File: src/rtl/hdp_port_arbiter.sv
// hdp_port_arbiter: round-robin arbiter sharing a half-duplex pad bundle with direction turnaround.
// Define HDP_BUS_PARK_EN to keep the pads driven with the last write beat while idle.
module hdp_port_arbiter #(
  parameter int N = 2,
  parameter int W = 8,
  parameter int LW = 4,
  parameter int TA = 2
) (
  input  logic            clk,
  input  logic            rst,
  input  logic [N-1:0]    req,
  input  logic [N-1:0]    req_dir,
  input  logic [N*LW-1:0] req_len,
  input  logic [N*W-1:0]  wdata,
  input  logic [W-1:0]    pad_i,
  output logic [W-1:0]    pad_o,
  output logic            pad_oe,
  output logic [N-1:0]    gnt,
  output logic [N-1:0]    wready,
  output logic [N-1:0]    rvalid,
  output logic [W-1:0]    rdata,
  output logic [N-1:0]    done,
  output logic            busy
);
  localparam int PW = N > 1 ? $clog2(N) : 1;
  localparam logic [1:0] IDLE = 2'd0;
  localparam logic [1:0] TURN = 2'd1;
  localparam logic [1:0] XFER = 2'd2;
  localparam logic [3:0] TLOAD = 4'(TA > 0 ? TA - 1 : 0);
`ifdef HDP_BUS_PARK_EN
  localparam logic PARK = 1'b1;
`else
  localparam logic PARK = 1'b0;
`endif
  logic [1:0] state;
  logic bus_dir, dir, go_turn;
  logic [PW-1:0] rr_ptr, win, pick, idx;
  logic [LW-1:0] len, cnt;
  logic [3:0] tcnt;
  logic [N-1:0] oh;
  // later iterations overwrite, so the lowest offset from rr_ptr wins
  always_comb begin
    pick = rr_ptr;
    idx = '0;
    for (int k = N - 1; k >= 0; k--) begin
      idx = PW'((int'(rr_ptr) + k) % N);
      if (req[idx]) pick = idx;
    end
  end
  assign go_turn = (req_dir[pick] != bus_dir) && (TA > 0);
  assign oh = N'(1) << win;
  assign busy = state != IDLE;
  assign gnt = busy ? oh : '0;
  assign wready = (state == XFER && dir) ? oh : '0;
  always_ff @(posedge clk or posedge rst) begin
    if (rst) begin
      state <= IDLE;
      bus_dir <= 1'b0;
      rr_ptr <= '0;
      win <= '0;
      dir <= 1'b0;
      len <= '0;
      cnt <= '0;
      tcnt <= '0;
      pad_o <= '0;
      pad_oe <= 1'b0;
      rvalid <= '0;
      rdata <= '0;
      done <= '0;
    end else begin
      done <= '0;
      rvalid <= '0;
      case (state)
        IDLE: begin
          pad_oe <= PARK && pad_oe && !(|req && go_turn);
          if (|req) begin
            win <= pick;
            dir <= req_dir[pick];
            len <= req_len[int'(pick)*LW +: LW];
            cnt <= '0;
            rr_ptr <= PW'((int'(pick) + 1) % N);
            tcnt <= TLOAD;
            state <= go_turn ? TURN : XFER;
            if (!go_turn) bus_dir <= req_dir[pick];
          end
        end
        TURN: begin
          pad_oe <= 1'b0;
          tcnt <= tcnt - 4'd1;
          if (tcnt == 4'd0) begin
            state <= XFER;
            bus_dir <= dir;
          end
        end
        XFER: begin
          pad_oe <= dir;
          if (dir) pad_o <= wdata[int'(win)*W +: W];
          else begin
            rdata <= pad_i;
            rvalid <= oh;
          end
          cnt <= cnt + LW'(1);
          if (cnt == len) begin
            state <= IDLE;
            done <= oh;
          end
        end
        default: state <= IDLE;
      endcase
    end
  end
endmodule

File: config.mk
export PLATFORM = sky130hd
export DESIGN_NAME = hdp_port_arbiter
export DESIGN_NICKNAME = d
export VERILOG_FILES = /design/src/rtl/hdp_port_arbiter.sv
export SDC_FILE = /design/constraint.sdc
export NUM_CORES = 1
export LEC_CHECK = 0
export BUFFER_PORTS_ARGS = -buffer_cell sky130_fd_sc_hd__buf_2
export CAP_MARGIN = 20
export CORE_AREA = 2 2 86 55
export CTS_CLUSTER_DIAMETER = 60
export DETAILED_ROUTE_END_ITERATION = 7
export DIE_AREA = 0 0 88 57
export GPL_ROUTABILITY_DRIVEN = 0
export PLACE_DENSITY = 0.82
export SLEW_MARGIN = 20
export SYNTH_ARGS = -nofsm -noshare
export SYNTH_HDL_FRONTEND = slang
export SYNTH_SLANG_ARGS = --single-unit
File: constraint.sdc
create_clock -name clk -period 2.4 [get_ports clk]
set_clock_uncertainty 0.15 [all_clocks]
set_input_delay 0.24 -clock clk [delete_from_list [all_inputs] [get_ports clk]]
set_output_delay 0.24 -clock clk [all_outputs]
set_load 0.005 [all_outputs]
==> results by group, run 1 <==
Clock network
  – H-tree levels: 2
  – Root Driver: clkbuf_8
  – Clock Path Buffers: 2
  – Post-CTS Setup Bufs: 0
  – CTS sink count: 39
  – Clk slew on worst S/H paths: ~0.07 ns
  – TritonCTS clock tree: built
  – Num CTS Buffers: 5
  – Clock Latency Late Sink: 0.29 ns

Setup path
  – Setup Crit Path Kind: reg -> out
  – Critical path data arrival time: 1.62 ns
  – Max FO, Critical Path: 18
  – Slowest cell on crit path: dfrtp_1
  – Delay-heaviest family, CP: simple AND/OR/NAND/NOR gates
  – CP Capture Type: output port
  – Critical Path RT: 2.01 ns
  – CP bufs+invs: 1
  – Worst-path cell chain: and2b_1 > nand2_2 > nor2_1 > buf_2
  – CP startpoint kind: flip-flop
  – Slowest cell delay on critical path: about 0.54 ns

Yosys
  – Netlist cell types: 35
  – Post-synthesis adder-cell area fraction: under 10%
  – Mux contribution to synthesized area: 9.90%
  – Flops & latches, synth: 39
  – Largest family of logic cells by synthesized area: simple AND/OR/NAND/NOR gates
  – Avg Cell Area, Syn: approximately 11 um^2
  – Mapped cell area: 1820 um^2
  – Sequential cell area fraction in the yosys report: 53.6%
  – Mapped Nets: 212
  – Post-Syn Instances: roughly 170
  – Post-Synth Simple-Gate Area: between 10% and 20%
  – Xor/xnor share of the synthesized area: 3.37%
  – Post-synthesis compound-gate area fraction: 10.7%
  – Synth warn: 0

Timing
  – Slew Viols, Final: 0
  – Fmax: 498 MHz
  – Hold Vio Cnt, Final: 0
  – Rel. slew slack: 58.5%
  – Final Setup Violations: 0
  – RSZ-0062 raised after global routing: no
  – Worst Max-Slew Pin Slew: around 0.62 ns
  – Post-route clock period utilization: ~84%
  – Setup_tns: 0 ns
  – Min Tclk post-route: 2.01 ns

Global routing
  – Gr ovfl total: 0
  – First-pass GRT wire length: 6.48 mm
  – Global Route Usage Sum: 17.1%
  – Largest net degree at the start of global routing: 40
  – Vias in the first global route: 1,492
  – Initial antenna violation count: 0

Routing
  – Via/cell ratio: 4.99
  – Via count: 1,506
  – Routed wire length: 3.88 mm
  – Routed len/inst: 12.9 um
  – Post-route ant nets: 0
  – DRC viols: 0
  – Drt first pass iters: 5
  – Iteration-0 DRC Markers: 70

Floorplanning
  – Row Count: 19
  – Initial core utilization: 42.3%
  – Die width: 88 um
  – Number of I/O pins: 64
  – Die Area: 5020 um^2
  – DIE HEIGHT: around 57 um
  – Core area: 4300 um^2

Place
  – Buffers on Ports: 63
  – Dpl cell area: 2180 um^2
  – DPL Wire Length: roughly 2.9 mm
  – Cells after DPL: 293

Final layout
  – Nets: 279
  – Fin cells: ~300
  – Area delta synth->final: 25.6%
  – Post-route cell area: 2290 um^2
  – Layout cells sized above 1: 36.0%
  – Antenna diodes: 0

Outcome
  – Status: complete, no violations

Pwr
  – Switching power: 1.01 mW
  – Pleak: 1.17 nW
  – Pwr Total: 2.69 mW
  – Worst vdd ir: 0.488 mV
  – Int Power: 1.68 mW
  – Sequential power share: 44.4%
  – P per Cell Area: 1180 nW/um^2
  – Switching share of total power: 37.5%
  – Clock Power Share: 16.4%
  – Logic pwr share: 39.3%

Flow run
  – Max_cap viols: 0

Worst hold path
  – Min-Delay Path Class: in -> reg
==> through the flow <==
stage / hold slack (ns) / utilization, % / setup slack [ns]
floorplan: 0.194 / - / 0.894
global placement: 0.232 / 50.7 / 0.744
detailed placement: 0.230 / 50.7 / 0.698
CTS: 0.00710 / 53.2 / 0.366
global route: 0.0160 / 53.2 / 0.262
finish: 0.0147 / 53.2 / 0.391
==> worst register-to-register path: stages (launching register included) <==
cell	delay (ns)
dfrtp_1	0.47
inv_1	0.17
nand2_2	0.17
nor2_4	0.26
mux2_2	0.37
==> cell usage after synthesis, drive strengths merged <==
cell	instances	share of area, %
and2b	1	0.41
mux2	8	4.9
ha	2	1.4
a211oi	1	0.41
clkbuf	2	0.41
inv	12	2.5
or2	1	0.34
nor2	11	3.1
nor2b	2	0.69
nand2b	2	0.69
xor2	2	0.96
and3	2	0.82
dfrtp	39	54
a21oi	4	1.1
or3	1	0.34
o31ai	1	0.41
buf	4	1.9
nor3	7	1.9
nand4	3	1.0
xnor2	5	2.4
o211ai	1	0.41
nand3b	2	0.82
mux2i	9	4.9
nand2	20	4.4
a31oi	1	0.34
o21ai	17	4.9
a211o	1	0.48
a222oi	4	2.2
nand3	6	1.6
o22a	1	0.48
==> cells by family (layout without fill, tap and decap cells) <==
family	Yosys count	count (layout)
AOI/OAI and AO/OA	31	31
xor gates and xnor gates	7	7
adders and majority gates	2	2
buffers and inverters	18	85
DFF	39	39
muxes	17	17
and+or+nand+nor	58	58
==> layer usage <==
layer	track usage (%)	vias up	share of wire, %
met5	0	-	0
met4	9.01	0	1.1
met3	5.35	4	7.0
met2	26.6	56	45
met1	21.6	715	47
li1	-	731	-
==> power by group through the flow <==
stage | Clock [mW] | Sequential, mW | Combinational (mW)
2_1_floorplan | 0 | 1.11 | 0.795
3_3_place_gp | 0 | 1.20 | 1.02
3_5_place_dp | 0 | 1.20 | 1.06
4_1_cts | 0.458 | 1.19 | 1.07
5_1_grt | 0.486 | 1.23 | 1.20
6_report | 0.440 | 1.19 | 1.06
==> repair_timing <==
action / CTS / global route
hold endpoints to repair: 40 / 0
gates resized for setup: 0 / 0
hold buffers: 2 / 0
==> state kept, by name, indices dropped and copies added, names as in the netlist, 2 cells and up <==
signal / flops
len: 4
done: 2
rvalid: 2
pad_o: 8
rdata: 8
tcnt: 4
state: 2
cnt: 4
==> area by class of cell <==
class | count | area, um^2
fillers | 418 | 2020
clock inverters | 1 | 5.00
inverters | 12 | 45.0
multi-input cells | 115 | 757
repair buffers | 66 | 343
clock buffers | 6 | 82.6
well taps | 63 | 78.8
flip-flops and latches | 39 | 976
==> layout by cell type (no fill, tap or decap) <==
cell           synthesis  layout
a211oi_1               1       1
nand4_1                3       3
a31oi_1                1       1
buf_2                  1      63
clkbuf_8               0       6
xnor2_1                5       5
or2_1                  1       1
clkinv_2               0       1
mux2_2                 8       8
and2b_1                1       1
or3_1                  1       1
nor2_1                 9       9
and3_2                 2       2
o211ai_1               1       1
inv_1                 12      12
dfrtp_1               39      39
o31ai_1                1       1
a211o_1                1       1
nor3_1                 7       7
mux2i_1                9       9
o21ai_2                1       1
dlygate4sd3_1          0       2
nand2_1               18      18
buf_4                  1       1
xor2_1                 2       2
a222oi_1               4       4
o21ai_0               16      16
o22a_1                 1       1
a21oi_1                4       4
ha_1                   2       2
nor2_4                 2       2
nand2b_1               2       2
nand3_1                6       6
nand3b_1               2       2
nor2b_1                2       2
nand2_2                2       2
==> final timing paths <==
check / from / to / slack [ns] / depth (start not counted)
min: req_len[5] / len[1] / 0.01 / 3
max: state[1] / wready[1] / 0.39 / 4
min in group asynchronous: rst / rdata[0] / 0.46 / 4
max reg2reg: state[0] / rdata[6] / 0.70 / 4
min reg2reg: pad_o[5] / pad_o[5] / 0.33 / 2
max in group asynchronous: rst / len[2] / 1.30 / 4
Power figures use the tool's default switching activity.
==> run 2, diff against run 1 <==
- clock period: 2.4 -> 2 ns (I/O delays scaled with it)
==> run 2 against run 1 <==
Compared with the run above:
- count of clock-buffer cells in the layout unchanged
- final area rose by 8.7%
- final cell count rose by 5.3%
- largest power group unchanged
- first-iteration DRC count increased by 27%
- wire length is 6.8% higher
- register-to-register slack worse by 0.39 ns
- sequential share of layout area shrank 3.4 points
- core utilization up 4.6 points
- non-clock buffer count is 15 higher
- sequential cell count is the same
==> results by group, run 2 (same netlist as run 1, synthesis figures left out) <==
Setup path
  – Crit path launch: state[0] (was state[1])
  – Setup Crit Path Kind: reg -> out (unchanged)
  – Max FO, Critical Path: 18 (unchanged)
  – Slowest cell delay on critical path: 0.47 ns (was 0.54 ns)
  – Reg-to-Reg Start: state[1] (was state[0])
  – Critical path data arrival time: 1.52 ns (was 1.62 ns)
  – CP startpoint kind: flip-flop (unchanged)
  – Slowest cell on crit path: dfrtp_1 (unchanged)
  – CP Capture Type: output port (unchanged)
  – Worst-path cell chain: and2b_1 > nand2_4 > nor2_1 > buf_2 (was and2b_1 > nand2_2 > nor2_1 > buf_2)
  – Critical Path RT: 1.65 ns (was 2.01 ns)

Routing
  – Routed len/inst: 13.0 um (was 12.9 um)
  – Iteration-0 DRC Markers: 89 (was 70)
  – Post-route ant nets: 0 (unchanged)
  – Routed wire length: 4.14 mm (was 3.88 mm)
  – Via count: 1,562 (was 1,506)
  – DRC viols: 0 (unchanged)
  – Drt first pass iters: 6 (was 5)
  – Via/cell ratio: 4.91 (was 4.99)

Timing
  – Post-route clock period utilization: 93.6%
  – Slew Viols, Final: 0 (unchanged)
  – Final Setup Violations: 0 (unchanged)
  – Worst setup margin: 0.129 ns (was 0.391 ns)
  – RSZ-0062 raised after global routing: no (unchanged)
  – Rel. slew slack: 62.4% (was 58.5%)
  – Setup_tns: 0 ns (unchanged)
  – Fmax: about 530 MHz
  – Hold Vio Cnt, Final: 0 (unchanged)
  – Worst Max-Slew Pin Slew: 0.565 ns (was 0.622 ns)
  – Min Tclk post-route: 1.87 ns

Clock network
  – Post-CTS Setup Bufs: 0 (unchanged)
  – H-tree levels: 2 (unchanged)
  – CTS sink count: 39 (unchanged)
  – Num CTS Buffers: 5 (unchanged)
  – TritonCTS clock tree: built (unchanged)
  – Clock Path Buffers: 2 (unchanged)
  – Clk slew on worst S/H paths: 0.08 ns (was 0.07 ns)
  – Root Driver: clkbuf_8 (unchanged)
  – Clock Latency Late Sink: 0.29 ns (about the same)

Floorplanning
  – Die width: 88 um (unchanged)
  – Number of I/O pins: 64 (unchanged)
  – Row Count: 19 (unchanged)
  – DIE HEIGHT: 57 um (unchanged)
  – Die Area: 5020 um^2 (unchanged)
  – Core area: 4300 um^2 (unchanged)
  – Initial core utilization: 42.3% (unchanged)

Global routing
  – Gr ovfl total: 0 (unchanged)
  – Vias in the first global route: 1,483 (was 1,492)
  – First-pass GRT wire length: 6.83 mm (was 6.48 mm)
  – Largest net degree at the start of global routing: 40 (unchanged)
  – Initial antenna violation count: 0 (unchanged)
  – Global Route Usage Sum: 18.0% (was 17.1%)

Pwr
  – Switching share of total power: 35.3% (was 37.5%)
  – Switching power: 1.25 mW (was 1.01 mW)
  – Worst vdd ir: 0.708 mV (was 0.488 mV)
  – Clock Power Share: 21.9% (was 16.4%)
  – Pwr Total: 3.53 mW (was 2.69 mW)
  – P per Cell Area: 1420 nW/um^2 (was 1180 nW/um^2)
  – Logic pwr share: 38.0% (was 39.3%)
  – Int Power: 2.28 mW (was 1.68 mW)
  – Pleak: 1.25 nW (was 1.17 nW)
  – Sequential power share: 40.1% (was 44.4%)

Final layout
  – Antenna diodes: 0 (unchanged)
  – Util after Layout: 57.8% (was 53.2%)
  – Fill cells: 374 (was 418)
  – Nets: 294 (was 279)
  – Layout cells sized above 1: 34.5% (was 36.0%)
  – Largest registers: pad_o (8), rdata (8) (unchanged)
  – Most common cell after layout, fill and taps aside: buf_2 (unchanged)
  – Most frequent cells in the layout: 63 x buf_2, 38 x dfrtp_1, 18 x nand2_1 (was 63 x buf_2, 39 x dfrtp_1, 18 x nand2_1)
  – Area delta synth->final: 36.6% (was 25.6%)

Worst hold path
  – Hold_sp: req_len[3] (was req_len[5])
  – Min-Delay Path Class: in -> reg (unchanged)

Place
  – Buffers on Ports: 63 (unchanged)
  – Setup WS pre-CTS: 0.328 ns (was 0.698 ns)
  – DPL Wire Length: 2.94 mm (was 2.89 mm)

Outcome
  – Status: complete, no violations (unchanged)

Flow run
  – Max_cap viols: 0 (unchanged)
-- run 2: cell types whose count changed in the layout (fill, tap and decap cells not counted), sizes merged --
cell         before  now
dlygate4sd3       2   16
buf              64   65
bufinv            0    2
clkinv            1    0
-- run 2: path summary, 6_finish.rpt --
kind                                   to  slack, ns  cells past startpoint
worst max-delay path            wready[1]       0.13                      4
worst min-delay path               len[3]      0.002                      3
worst max register to register     len[0]       0.31                      4
worst min register to register   pad_o[6]       0.33                      2
max in group asynchronous        state[1]       0.93                      4
min in group asynchronous        rdata[0]       0.41                      4
-- run 2: per-stage QoR --
stage | std cells | instance area (um^2) | hold slack (ns)
3_5_place_dp | 294 | 2190 | 0.195
2_1_floorplan | 172 | 1820 | 0.154
6_report | 318 | 2490 | 0.00169
5_1_grt | 318 | 2490 | 0.00457
3_3_place_gp | 294 | 2190 | 0.183
4_1_cts | 318 | 2480 | 0.0000118
-- run 2: worst max-delay path: cells and delay by family (launching register included) --
kind | cells | cell delay [ns]
buf+inv | 1 | 0.12
simple gates | 3 | 0.63
flops | 1 | 0.47
-- run 2: cell type report --
| class | instances | area, um^2 | share of cell area (%) |
|---|---|---|---|
| Sequential cell | 39 | 977 | 39.3 |
| Multi-Input combinational cell | 115 | 762 | 30.6 |
| Timing Repair Buffer | 81 | 490 | 19.7 |
| Tap cell | 63 | 78.8 | 3.17 |
| Clock buffer | 6 | 72.6 | 2.92 |
| Clock inverter | 2 | 60.1 | 2.42 |
| Inverter | 12 | 45.0 | 1.81 |
-- run 2: repair_timing --
action | 4_1_cts | 5_1_grt
hold endpoints to repair | 51 | 0
setup endpoints to repair | 0 | 2
hold buffers | 16 | 0
gates resized for setup | 0 | 2
-- run 2: layer usage --
metal,track usage [%],vias up,part of all wire [%]
li1,-,764,-
met1,23.8,733,45
met2,29.4,61,47
met3,6.51,4,6.8
met4,2.64,0,0.53
met5,0,-,0
-- run 2: power groups by stage --
stage / registers (mW) / clock network [mW] / logic, mW
after floorplan: 1.34 / 0 / 0.954
after global placement: 1.41 / 0 / 1.27
after detailed placement: 1.43 / 0 / 1.31
after CTS: 1.41 / 0.786 / 1.34
after global routing: 1.46 / 0.821 / 1.50
final: 1.41 / 0.773 / 1.34
==> run 3, diff against run 2 <==
- PLACE_DENSITY: 0.82 -> 0.73
- clock period: 2 -> 1.9 ns (I/O delays scaled with it)
==> run 3 against run 2 <==
Compared with the run above:
- setup slack better by 0.0058 ns
- hold slack better by 0.036 ns
- die area stayed put
- total power is 1.8% higher
- first-iteration DRC count is 9.0% lower
- non-clock buffer count is 1 higher
- core utilization is 0.087 points lower
- clock power is 9.2% lower
- sequential cell count stayed put
- via count is 0.45% lower
- critical path depth stayed put
- register-to-register slack worse by 0.07 ns
- largest cell class unchanged
==> results by group, run 3 (same netlist as run 1, synthesis figures left out) <==
Final layout
  – Nets: 295 (was 294)
  – Most common cell after layout, fill and taps aside: buf_2 (unchanged)
  – Area delta synth->final: 36.4% (was 36.6%)
  – Layout cells sized above 1: 35.2% (was 34.5%)
  – Fin cells: 319 (was 318)
  – Fill cells: 386 (was 374)
  – Util after Layout: 57.7% (was 57.8%)
  – Largest registers: pad_o (8), rdata (8) (unchanged)
  – Most frequent cells in the layout: 63 x buf_2, 38 x dfrtp_1, 18 x nand2_1 (unchanged)
  – Antenna diodes: 0 (unchanged)

Global routing
  – Vias in the first global route: 1,430 (was 1,483)
  – Initial antenna violation count: 0 (unchanged)
  – Largest net degree at the start of global routing: 40 (unchanged)
  – Gr ovfl total: 0 (unchanged)
  – Global Route Usage Sum: 17.0% (was 18.0%)
  – First-pass GRT wire length: 6.58 mm (was 6.83 mm)

Worst hold path
  – Min-Delay Path Class: in -> reg (unchanged)
  – Hold_sp: wdata[0] (was req_len[3])
  – Hold path depth: 3 (unchanged)

Setup path
  – Critical Path RT: 1.56 ns (was 1.65 ns)
  – WP depth: 4 (unchanged)
  – Slowest cell on crit path: dfrtp_1 (unchanged)
  – CP bufs+invs: 1 (unchanged)
  – Reg-to-Reg Start: state[0] (was state[1])
  – Cells on worst reg2reg path: 4 (unchanged)
  – Slowest cell delay on critical path: 0.46 ns (was 0.47 ns)
  – Worst-path cell chain: and2b_2 > nand2_4 > nor2_1 > buf_2 (was and2b_1 > nand2_4 > nor2_1 > buf_2)
  – CP startpoint kind: flip-flop (unchanged)
  – Crit path launch: state[0] (unchanged)
  – Max FO, Critical Path: 18 (unchanged)
  – Setup Crit Path Kind: reg -> out (unchanged)
  – Delay-heaviest family, CP: simple AND/OR/NAND/NOR gates (unchanged)
  – CP Capture Type: output port (unchanged)
  – Critical path data arrival time: 1.43 ns (was 1.52 ns)

Floorplanning
  – Row Count: 19 (unchanged)
  – Initial core utilization: 42.3% (unchanged)
  – Die width: 88 um (unchanged)
  – Die Area: 5020 um^2 (unchanged)
  – DIE HEIGHT: 57 um (unchanged)
  – Number of I/O pins: 64 (unchanged)
  – Core area: 4300 um^2 (unchanged)

Routing
  – DRC viols: 0 (unchanged)
  – Iteration-0 DRC Markers: 81 (was 89)
  – Post-route ant nets: 0 (unchanged)
  – Via count: 1,555 (was 1,562)
  – Drt first pass iters: 4 (was 6)
  – Via/cell ratio: 4.87 (was 4.91)
  – Routed wire length: 4.05 mm (was 4.14 mm)
  – Routed len/inst: 12.7 um (was 13.0 um)

Timing
  – Post-route clock period utilization: 92.9%
  – RSZ-0062 raised after global routing: no (unchanged)
  – Hold Vio Cnt, Final: 0 (unchanged)
  – Worst Max-Slew Pin Slew: 0.546 ns (was 0.565 ns)
  – Final Setup Violations: 0 (unchanged)
  – Setup_tns: 0 ns (unchanged)
  – Rel. slew slack: 63.6% (was 62.4%)
  – Min Tclk post-route: about 1.8 ns
  – Fmax: 566 MHz
  – Slew Viols, Final: 0 (unchanged)

Clock network
  – Clock Latency Late Sink: 0.29 ns (about the same)
  – Clk slew on worst S/H paths: 0.07 ns (was 0.08 ns)
  – Root Driver: clkbuf_8 (unchanged)
  – CTS sink count: 39 (unchanged)
  – Num CTS Buffers: 5 (unchanged)
  – Post-CTS Setup Bufs: 0 (unchanged)
  – Clock Path Buffers: 2 (unchanged)
  – TritonCTS clock tree: built (unchanged)
  – H-tree levels: 2 (unchanged)

Pwr
  – Logic pwr share: 39.1% (was 38.0%)
  – Clock Power Share: 19.5% (was 21.9%)
  – Sequential power share: 41.4% (was 40.1%)
  – P per Cell Area: 1450 nW/um^2 (was 1420 nW/um^2)
  – Pleak: 1.25 nW (about the same)
  – Int Power: 2.31 mW (was 2.28 mW)
  – Worst vdd ir: 0.658 mV (was 0.708 mV)
  – Switching power: 1.29 mW (was 1.25 mW)
  – Switching share of total power: 35.8% (was 35.3%)

Place
  – DPL Wire Length: 2.88 mm (was 2.94 mm)
  – Buffers on Ports: 63 (unchanged)
  – Cells after DPL: 294 (unchanged)

Outcome
  – Status: complete, no violations (unchanged)

Flow run
  – Max_cap viols: 0 (unchanged)
run 3: through the flow:
step,power [mW],instance area [um^2],hold WS (ns),worst slack [ns]
floorplan,2.41,1820,0.144,0.394
global placement,2.83,2190,0.182,0.287
detailed placement,2.88,2190,0.181,0.224
CTS,3.62,2470,0.00335,0.00635
global route,3.88,2480,0.0433,0.0423
finish,3.59,2480,0.0374,0.134
run 3: worst paths after layout:
check,slack (ns),to
worst max-delay path,0.13,wready[1]
worst min-delay path,0.04,pad_o[0]
worst max register to register,0.24,rdata[2]
worst min register to register,0.33,pad_o[0]
max in group asynchronous,0.83,state[1]
min in group asynchronous,0.40,tcnt[2]
run 3: worst min-delay path: cells and delay by family:
family	cells	cell delay [ns]
AO/OA/AOI/OAI	1	0.13
multiplexers	1	0.05
buffers and inverters	1	0.07
run 3: routing by layer:
layer | vias up | track usage [%] | share of wire, %
met4 | 0 | 2.64 | 0
li1 | 764 | - | -
met3 | 0 | 6.66 | 5.8
met5 | - | 0 | 0
met1 | 743 | 23.1 | 50
met2 | 48 | 26.6 | 45
run 3: cell type report:
type | instances | area (um^2) | area share [%]
sequential | 39 | 977 | 39.4
timing repair buffer | 82 | 500 | 20.2
multi-input combinational | 115 | 763 | 30.7
clock buffer | 6 | 82.6 | 3.33
clock inverter | 2 | 35.0 | 1.41
inverter | 12 | 45.0 | 1.81
tap | 63 | 78.8 | 3.18
run 3: what timing repair did:
action	CTS	global route
hold buffers	16	1
endpoints found under the hold margin	50	1
gates resized for setup	1	2
endpoints found under the setup margin	2	2
run 3: power by group through the flow:
stage	clock network, mW	registers [mW]	logic [mW]
after floorplan	0	1.41	1.00
after global placement	0	1.49	1.34
after detailed placement	0	1.49	1.38
after CTS	0.722	1.48	1.41
after global routing	0.759	1.54	1.59
final	0.702	1.49	1.40
